**src/rtl/mpu_i2c_pkg.sv**
```systemverilog
// Shared constants for the MPU_6050-style I2C target: one-hot FSM encoding and register map.
package mpu_i2c_pkg;

    localparam int ST_SZ = 10;

    localparam logic [6:0] MPU_6050   = 7'h68;
    localparam logic [7:0] WHO_AM_I   = 8'h75;
    localparam logic [7:0] PWR_MGMT_1 = 8'h6B;

    typedef enum logic [ST_SZ-1:0] {
        IDLE   = 10'b00_0000_0001,
        ADDR   = 10'b00_0000_0010,
        ACK_A  = 10'b00_0000_0100,
        PTR    = 10'b00_0000_1000,
        ACK_P  = 10'b00_0001_0000,
        WR     = 10'b00_0010_0000,
        ACK_W  = 10'b00_0100_0000,
        RD     = 10'b00_1000_0000,
        MACK   = 10'b01_0000_0000,
        WAIT_P = 10'b10_0000_0000
    } state_t;

endpackage

```
**src/rtl/i2c_bus_sync.sv**
```systemverilog
// Synchronizes the SCL/SDA pads and decodes SCL edges plus START/STOP from the synced values.
module i2c_bus_sync #(
    parameter int SYNC_STAGES = 2
) (
    input  logic CLK,
    input  logic RST_n,
    input  logic scl_pad,
    input  logic sda_pad,
    output logic sda,
    output logic scl_rise,
    output logic scl_fall,
    output logic start,
    output logic stop
);

    logic [SYNC_STAGES-1:0] scl_sh, sda_sh;
    logic                   scl, scl_h, sda_h;

    // Reset to the idle-bus level so leaving reset never looks like an edge.
    always_ff @(posedge CLK or negedge RST_n) begin
        if (!RST_n) begin
            scl_sh <= '1;
            sda_sh <= '1;
            scl_h  <= 1'b1;
            sda_h  <= 1'b1;
        end else begin
            scl_sh <= {scl_sh[SYNC_STAGES-2:0], scl_pad};
            sda_sh <= {sda_sh[SYNC_STAGES-2:0], sda_pad};
            scl_h  <= scl;
            sda_h  <= sda;
        end
    end

    assign scl      = scl_sh[SYNC_STAGES-1];
    assign sda      = sda_sh[SYNC_STAGES-1];
    assign scl_rise = scl & ~scl_h;
    assign scl_fall = ~scl & scl_h;
    assign start    = scl & scl_h & sda_h & ~sda;
    assign stop     = scl & scl_h & ~sda_h & sda;

endmodule

```
**src/rtl/mpu_i2c_target.sv**
```systemverilog
// I2C target: address match, register pointer, auto-incrementing writes/reads to an external bank.
module mpu_i2c_target
    import mpu_i2c_pkg::*;
#(
    parameter logic [6:0] SLV_ADDR    = MPU_6050,
    parameter int         DATA_I2C_SZ = 8,
    parameter int         SYNC_STAGES = 2
) (
    input  logic                   CLK,
    input  logic                   RST_n,
    input  logic                   I_SCL,
    input  logic                   I_SDA,
    output logic                   O_SDA_OE,
    output logic [7:0]             O_REG_ADDR,
    output logic [DATA_I2C_SZ-1:0] O_REG_WDATA,
    output logic                   O_REG_WE,
    output logic                   O_REG_RD,
    input  logic [DATA_I2C_SZ-1:0] I_REG_RDATA,
    output logic                   O_BUSY,
    output logic                   O_ERR
);

    localparam int DW = DATA_I2C_SZ;
    localparam int CW = $clog2(DW);

    state_t          state, nxt;
    logic            sda, scl_rise, scl_fall, start, stop;
    logic [DW-1:0]   sh, sh_in;
    logic [DW-2:0]   tx;
    logic [CW-1:0]   cnt;
    logic [7:0]      ptr;
    logic            bit_seen, bit_end, last, addr_hit, in_byte, nack, rd_d, restart;

    i2c_bus_sync #(.SYNC_STAGES(SYNC_STAGES)) u_sync (
        .CLK      (CLK),
        .RST_n    (RST_n),
        .scl_pad  (I_SCL),
        .sda_pad  (I_SDA),
        .sda      (sda),
        .scl_rise (scl_rise),
        .scl_fall (scl_fall),
        .start    (start),
        .stop     (stop)
    );

    // A bit counts only once both its rising and falling SCL edge were seen, so the
    // rising edge that precedes a repeated START never looks like a partial byte.
    assign bit_end  = scl_fall & bit_seen;
    assign last     = (cnt == CW'(DW-1));
    assign sh_in    = {sh[DW-2:0], sda};
    assign addr_hit = (sh[DW-1:1] == SLV_ADDR) && (sh[DW-1:1] != 7'h00);
    assign in_byte  = state inside {ADDR, PTR, WR, RD};
    assign restart  = (nxt != state) | start | stop;
    assign O_REG_ADDR = ptr;

    always_ff @(posedge CLK or negedge RST_n) begin
        if (!RST_n) state <= IDLE;
        else        state <= nxt;
    end

    always_comb begin
        nxt = state;
        if (start)     nxt = ADDR;
        else if (stop) nxt = IDLE;
        else if (bit_end) begin
            case (state)
                ADDR:    if (last) nxt = addr_hit ? ACK_A : IDLE;
                ACK_A:   nxt = sh[0] ? RD : PTR;
                PTR:     if (last) nxt = ACK_P;
                ACK_P:   nxt = WR;
                WR:      if (last) nxt = ACK_W;
                ACK_W:   nxt = WR;
                RD:      if (last) nxt = MACK;
                MACK:    nxt = nack ? WAIT_P : RD;
                default: nxt = state;
            endcase
        end
    end

    always_ff @(posedge CLK or negedge RST_n) begin
        if (!RST_n) begin
            sh          <= '0;
            tx          <= '0;
            cnt         <= '0;
            ptr         <= 8'h00;
            bit_seen    <= 1'b0;
            nack        <= 1'b0;
            rd_d        <= 1'b0;
            O_SDA_OE    <= 1'b0;
            O_REG_WDATA <= '0;
            O_REG_WE    <= 1'b0;
            O_REG_RD    <= 1'b0;
            O_BUSY      <= 1'b0;
            O_ERR       <= 1'b0;
        end else begin
            O_REG_WE <= 1'b0;
            O_REG_RD <= 1'b0;
            rd_d     <= O_REG_RD;

            if (restart) begin
                cnt      <= '0;
                bit_seen <= 1'b0;
            end else if (scl_rise) begin
                bit_seen <= 1'b1;
            end else if (bit_end && in_byte) begin
                cnt      <= cnt + 1'b1;
                bit_seen <= 1'b0;
            end

            if (scl_rise && (state inside {ADDR, PTR, WR})) sh <= sh_in;
            if (scl_rise && state == PTR && last) ptr <= sh_in;
            if (scl_rise && state == WR && last) begin
                O_REG_WDATA <= sh_in;
                O_REG_WE    <= 1'b1;
            end
            if (scl_rise && state == MACK) begin
                nack <= sda;
                if (!sda) ptr <= ptr + 8'h01;
            end
            // Increment after the WE cycle so the strobe sees the pointer it was meant for.
            if (state == WR && nxt == ACK_W) ptr <= ptr + 8'h01;

            if (restart) begin
                O_SDA_OE <= (nxt inside {ACK_A, ACK_P, ACK_W}) && !(start || stop);
                if (nxt == RD && !(start || stop)) O_REG_RD <= 1'b1;
            end else if (state == RD) begin
                if (rd_d) begin
                    tx       <= I_REG_RDATA[DW-2:0];
                    O_SDA_OE <= ~I_REG_RDATA[DW-1];
                end else if (bit_end) begin
                    tx       <= {tx[DW-3:0], 1'b0};
                    O_SDA_OE <= ~tx[DW-2];
                end
            end

            if ((start || stop) && in_byte && cnt != '0) O_ERR <= 1'b1;
            else if (state == ADDR && nxt == ACK_A)      O_ERR <= 1'b0;

            if (start || stop)                      O_BUSY <= 1'b0;
            else if (state == ADDR && nxt == ACK_A) O_BUSY <= 1'b1;
        end
    end

endmodule
```
**config.mk**
```make
export PLATFORM = sky130hd
export DESIGN_NAME = mpu_i2c_target
export DESIGN_NICKNAME = d
export VERILOG_FILES = /design/src/rtl/mpu_i2c_pkg.sv /design/src/rtl/i2c_bus_sync.sv /design/src/rtl/mpu_i2c_target.sv
export SDC_FILE = /design/constraint.sdc
export NUM_CORES = 1
export LEC_CHECK = 0
export ABC_AREA = 1
export ABC_CLOCK_PERIOD_IN_PS = 5300
export CAP_MARGIN = 40
export CORE_ASPECT_RATIO = 2
export CORE_MARGIN = 4
export CORE_UTILIZATION = 55
export DETAILED_ROUTE_END_ITERATION = 6
export HOLD_SLACK_MARGIN = 0.03
export PLACE_DENSITY_LB_ADDON = 0.08
export SYNTH_ARGS = -nofsm -noshare
export SYNTH_HDL_FRONTEND = slang
export SYNTH_SLANG_ARGS = --single-unit
```
**constraint.sdc**
```tcl
create_clock -name CLK -period 5.3 [get_ports CLK]
set_clock_uncertainty 0.2 [all_clocks]
set_input_delay 1.06 -clock CLK [delete_from_list [all_inputs] [get_ports CLK]]
set_output_delay 1.06 -clock CLK [all_outputs]
set_load 0.1 [all_outputs]
```
==> results.toml <==
[status]
status = "complete, no violations"

[critical_path]
worstPathMaxFanout = 14
arrival_ns = 3.28
path_delay_family = "simple AND/OR/NAND/NOR gates"
critPathRequiredTime_ns = 5.32
slowest_delay_ns = 0.71
worstPathCellList = "inv_1, nor3_1, nor2_1, inv_1, a21oi_2, nand2_2, nor2_1, nand3_2, nor2_4, inv_1, nand2_1, nand2_1"
slowest_stage = "nor2_1"
end_kind = "flip-flop"
start_kind = "flip-flop"
path_class = "reg -> reg"
cp_common_cell = "inv_1"
path_buf_inv = 3

[logic_synthesis]
syn-cell-area_mm2 = 0.00342
synth_nets = 459
yosysTopAreaCellShare_pct = 37.3
ys_seq_area_share_pct = 42.7
avgSynthCellArea_um2 = 7.72
ys_warn_count = 0
syn_inst = 443
synth_area_leaders = "dfrtp_1 37%, nand2_1 14%, inv_1 5.8%, dfstp_2 5.4%, o21ai_0 4.5%"
ys_types = 35
ys_seq_elements = 58
yosysTopAreaCell = "dfrtp_1"

[cells_and_area]
drive_gt1_share_pct = 18.2
final_cells = 568
diodes = 0
layout_common_cells = "131 x nand2_1, 53 x inv_1, 51 x dfrtp_1, 41 x nor2_1"
final_common_cell = "nand2_1"
fillers = 488
final_area_mm2 = 0.00445
final_nets = 516
area_growth_syn_to_layout_pct = 30.1

[sta]
setup_violations = 0
max_freq_mhz = 306
setup-tns-final_ns = 0
rsz0062_at_grt = "false"
final.min_clock_period_ns = 3.26
relSlewSlack_pct = 39.4
slew_viol_final = 0
hold_viol = 0
tightest_slew_ns = 0.905
finalCritPeriodShare_pct = 61.6

[routing]
ant_nets = 0
post-route-drc-count = 0
drt_first_pass_iters = 4
detail_route.iter0.violations = 171
vias = 3086
wire_per_inst_um = 16.0
via_per_inst = 5.43
finalWirelength_mm = 9.07

[clock_network]
post_cts.repair.setup_buffers = 0
h-tree-depth = 3
clockRootBuffer = "clkbuf_16"
cts_made_buffers = 9
clk_pin_slew_worst_paths_ns = 0.05
cts.sinks = 58
insertion_delay_ns = 0.33
cts_resized = 0
cts_hold_buf = 0
cts_tree = "yes"
cts_buffer_depth = 2

[pwr]
vdd_drop_max_mv = 0.244
powerDensity_mw_per_mm2 = 306
p_leak_nw = 2.17

[place]
placed_area_mm2 = 0.00409
place_inst = 552
dpl.hpwl_mm = 6.94
place_congestion = 0.952
io_buffers = 32

[die]
die_x_um = 63.7
coreArea_mm2 = 0.00601
fp-row-count = 40
die_h_um = 119
dieArea_mm2 = 0.00762
io_pins = 33
initial_core_util_pct = 56.9

[global_route]
grt_pass1_wl_mm = 15.1
grt.overflow.total = 0
grt_antenna_before_repair = 0
global_route.usage.total_pct = 26.1
grt_max_degree = 59
grt_pass1_vias = 3265

[run]
drv_cap = 0

[hold_path]
hold_class = "reg -> reg"
## path summary, 6_finish.rpt
path,start,endpoint,slack [ns],cells past startpoint
worst max register to register,u_sync.sda_sh[1],O_REG_ADDR[5],2.04,12
worst min-delay path,u_sync.sda_sh[0],u_sync.sda_sh[1],0.16,0
max in group asynchronous,RST_n,state[4],3.75,2
worst max-delay path,u_sync.sda_sh[1],O_REG_ADDR[5],2.04,12
worst min register to register,u_sync.sda_sh[0],u_sync.sda_sh[1],0.16,0
min in group asynchronous,RST_n,cnt[1],0.67,2
## cell families after synthesis
group                    Yosys count  synth area share (%)
AND/OR/NAND/NOR                  242                  33.0
buffers and inverters             67                  7.83
flip-flops                        58                  42.7
AO/OA/AOI/OAI                     50                  8.53
multiplexers                      15                  4.65
XOR/XNOR                           7                  1.79
adder cells (fa/ha/maj)            4                  1.46
## cell usage after synthesis (all sizes together)
library cell / instances
dfstp: 7
xnor2: 2
ha: 4
a32o: 1
nand3: 32
nor2: 51
inv: 58
o21ai: 40
nor3: 5
xor2: 5
a21oi: 7
mux2i: 8
dfrtp: 51
mux2: 7
nand2: 143
buf: 2
nand4: 10
nor4: 1
clkbuf: 7
o22ai: 2
## flip-flops by register name, indices dropped and copies added (netlist names)
name,count
O_SDA_OE,1
u_sync.scl_sh,2
rd_d,1
u_sync.sda_h,1
cnt,3
bit_seen,1
u_sync.scl_h,1
O_ERR,1
tx,7
O_REG_ADDR,8
O_BUSY,1
u_sync.sda_sh,2
O_REG_WDATA,8
nack,1
sh,8
state,10
O_REG_RD,1
O_REG_WE,1
## cell type report
| cell class | count | area [um^2] | area share [%] |
|---|---|---|---|
| multi-input cells | 318 | 1690 | 38.0 |
| clock inverters | 4 | 97.6 | 2.19 |
| clock buffers | 12 | 256 | 5.77 |
| repair buffers | 55 | 646 | 14.5 |
| flip-flops and latches | 58 | 1460 | 32.8 |
| well taps | 63 | 78.8 | 1.77 |
| inverters | 58 | 218 | 4.90 |
## metal layers
metal  GRT usage [%]  share of wire, %  vias up
met2            48.1                57       85
met5               0                 0        -
met3            7.02               3.4       37
li1                -                 -     1520
met4            19.9               6.5        0
met1            23.1                33     1444
## report_power, final
part	switching (W)	total (W)	leakage, nW	internal [W]
Combinational	0.000132	0.000185	1.26	0.0000537
Sequential	0.0000236	0.000497	0.743	0.000474
Clock	0.000194	0.000678	0.169	0.000484
## stage by stage
stage          util (%)  power, W  setup slack (ns)  hold WS [ns]
2_1_floorplan         -  0.000617              2.83         0.145
3_3_place_gp       62.8  0.000677              2.22         0.146
3_5_place_dp       68.1  0.000687              2.11         0.151
4_1_cts            74.0   0.00137              2.08         0.158
5_1_grt            74.0   0.00142              1.78         0.164
6_report           74.0   0.00136              2.04         0.159
Power figures use the tool's default switching activity.
==> RTL change: new RTL, same settings <==
Put one more register stage on the output `O_REG_WDATA`, cleared by the reset. The value now appears one clock later. The other outputs are not delayed to match.
--- a/src/rtl/mpu_i2c_target.sv
+++ b/src/rtl/mpu_i2c_target.sv
@@ -23,4 +23,6 @@
     localparam int DW = DATA_I2C_SZ;
     localparam int CW = $clog2(DW);
+
+    logic [DATA_I2C_SZ-1:0] O_REG_WDATA_s0;
 
     state_t          state, nxt;
@@ -88,5 +90,5 @@
             rd_d        <= 1'b0;
             O_SDA_OE    <= 1'b0;
-            O_REG_WDATA <= '0;
+            O_REG_WDATA_s0 <= '0;
             O_REG_WE    <= 1'b0;
             O_REG_RD    <= 1'b0;
@@ -111,5 +113,5 @@
             if (scl_rise && state == PTR && last) ptr <= sh_in;
             if (scl_rise && state == WR && last) begin
-                O_REG_WDATA <= sh_in;
+                O_REG_WDATA_s0 <= sh_in;
                 O_REG_WE    <= 1'b1;
             end
@@ -142,3 +144,11 @@
     end
 
+    always_ff @(posedge CLK or negedge RST_n) begin
+        if (!RST_n) begin
+            O_REG_WDATA <= '0;
+        end else begin
+            O_REG_WDATA <= O_REG_WDATA_s0;
+        end
+    end
+
 endmodule
Check against the original RTL: same outputs for any inputs over 10 cycles, from zero or initial values and one cycle with RST_n low; that may be too few to reach the edited logic, so the function may still have changed.
==> RTL change against the unedited design <==
  * Sequential cell count up 8
  * Combinational power down 4%
  * Cell area down 1.3%
  * Wire length down 6.1%
  * Worst setup slack better by 340 ps
  * Area after synthesis down 0.62%
  * Count of clock-buffer cells in the layout unchanged
  * Power down 3.8%
  * Via count down 3.4%
  * Fmax up 12%
  * Critical path depth up 3
  * Cell count down 3.5%
  * Critical path type unchanged
  * Critical endpoint is now cnt[0]$_DFFE_PN0P_
  * Largest cell class is now flip-flops and latches
  * Highest routed layer unchanged
==> RTL change: results (changes against the unedited design) <==
metric	value	unit	change
share of layout cells above drive strength 1	0.1773		-0.004859
Slowest cell on crit path	dfrtp_1		
DRT iter0 DRCs	139		-19%
vias	2980		-3.4%
Final Wtd Congestion	1.004		+5.4%
Biggest Area Class	flip-flops and latches		
VDD IR max	305.2	uV	+25%
inverters	61		+5.2%
R2R cell count	15		+3
fill count	460		-5.7%
critical path fanouts, max	12		-2
Synth cell types	34		-2.9%
global-route wire length before repair	14.35	mm	-5.0%
syn nets	436		-5.0%
most area-consuming cells after synthesis	dfrtp_1, nand2_1, inv_1		
post-DP HPWL	6.489	mm	-6.5%
Multi-input gate area	0.001476	mm2	-13%
Seq/Total Area, Yosys	0.4888		+0.06161
clk cell area share	0.06813		-0.01150
Layout Nets	496		-3.9%
Seq cells	66		+14%
fmax	0.3424	GHz	+12%
Critical R2R Launch	state[7]$_DFF_PN0_		
outcome	completed		
pre-CTS setup slack	2425	ps	+319.9 ps
==> RTL change: cell types whose count changed after synthesis, moves of 5 or more <==
| cell | unedited run | this run |
|---|---|---|
| mux2i_1 | 8 | 1 |
| nand2_1 | 131 | 109 |
| o21ai_1 | 6 | 1 |
| nand4_1 | 10 | 5 |
| dfrtp_1 | 51 | 59 |
==> RTL change: cells by family (layout without fill, tap and decap cells) <==
logic type                 count (synthesis)  count (layout)  synth area share
adders and majority gates                  4               4           0.01473
AOI/OAI and AO/OA                         53              53           0.09245
xor gates and xnor gates                   7               7           0.01805
buffers and inverters                     67             132           0.07661
DFF                                       66              66            0.4888
muxes                                      9               9           0.02947
and+or+nand+nor                          214             214            0.2799
==> RTL change: through the flow <==
| stage | area, um2 | instances | power, W | hold WS (ps) | util |
|---|---|---|---|---|---|
| after detailed placement | 4090 | 532 | 0.0007403 | 146.9 | 0.6810 |
| after global routing | 4389 | 548 | 0.001369 | 158.6 | 0.7308 |
| after floorplan | 3397 | 420 | 0.0006725 | 145.2 | - |
| after CTS | 4389 | 548 | 0.001320 | 155.1 | 0.7308 |
| final | 4389 | 548 | 0.001309 | 154.2 | 0.7308 |
| after global placement | 3767 | 510 | 0.0007317 | 145.7 | 0.6273 |
==> RTL change: report_power, final <==
group / switching [W] / internal [W]
registers: 0.0000214 / 0.000534
clock network: 0.000218 / 0.000357
logic: 0.000125 / 0.0000529
==> RTL change: per-layer routing <==
layer  vias to the layer above  share of wire  global-route usage
li1                       1456              -                   -
met1                      1388           0.33              0.2383
met2                        89           0.56              0.4401
met3                        47          0.041             0.06226
met4                         0          0.071              0.1881
met5                         -              0                   0
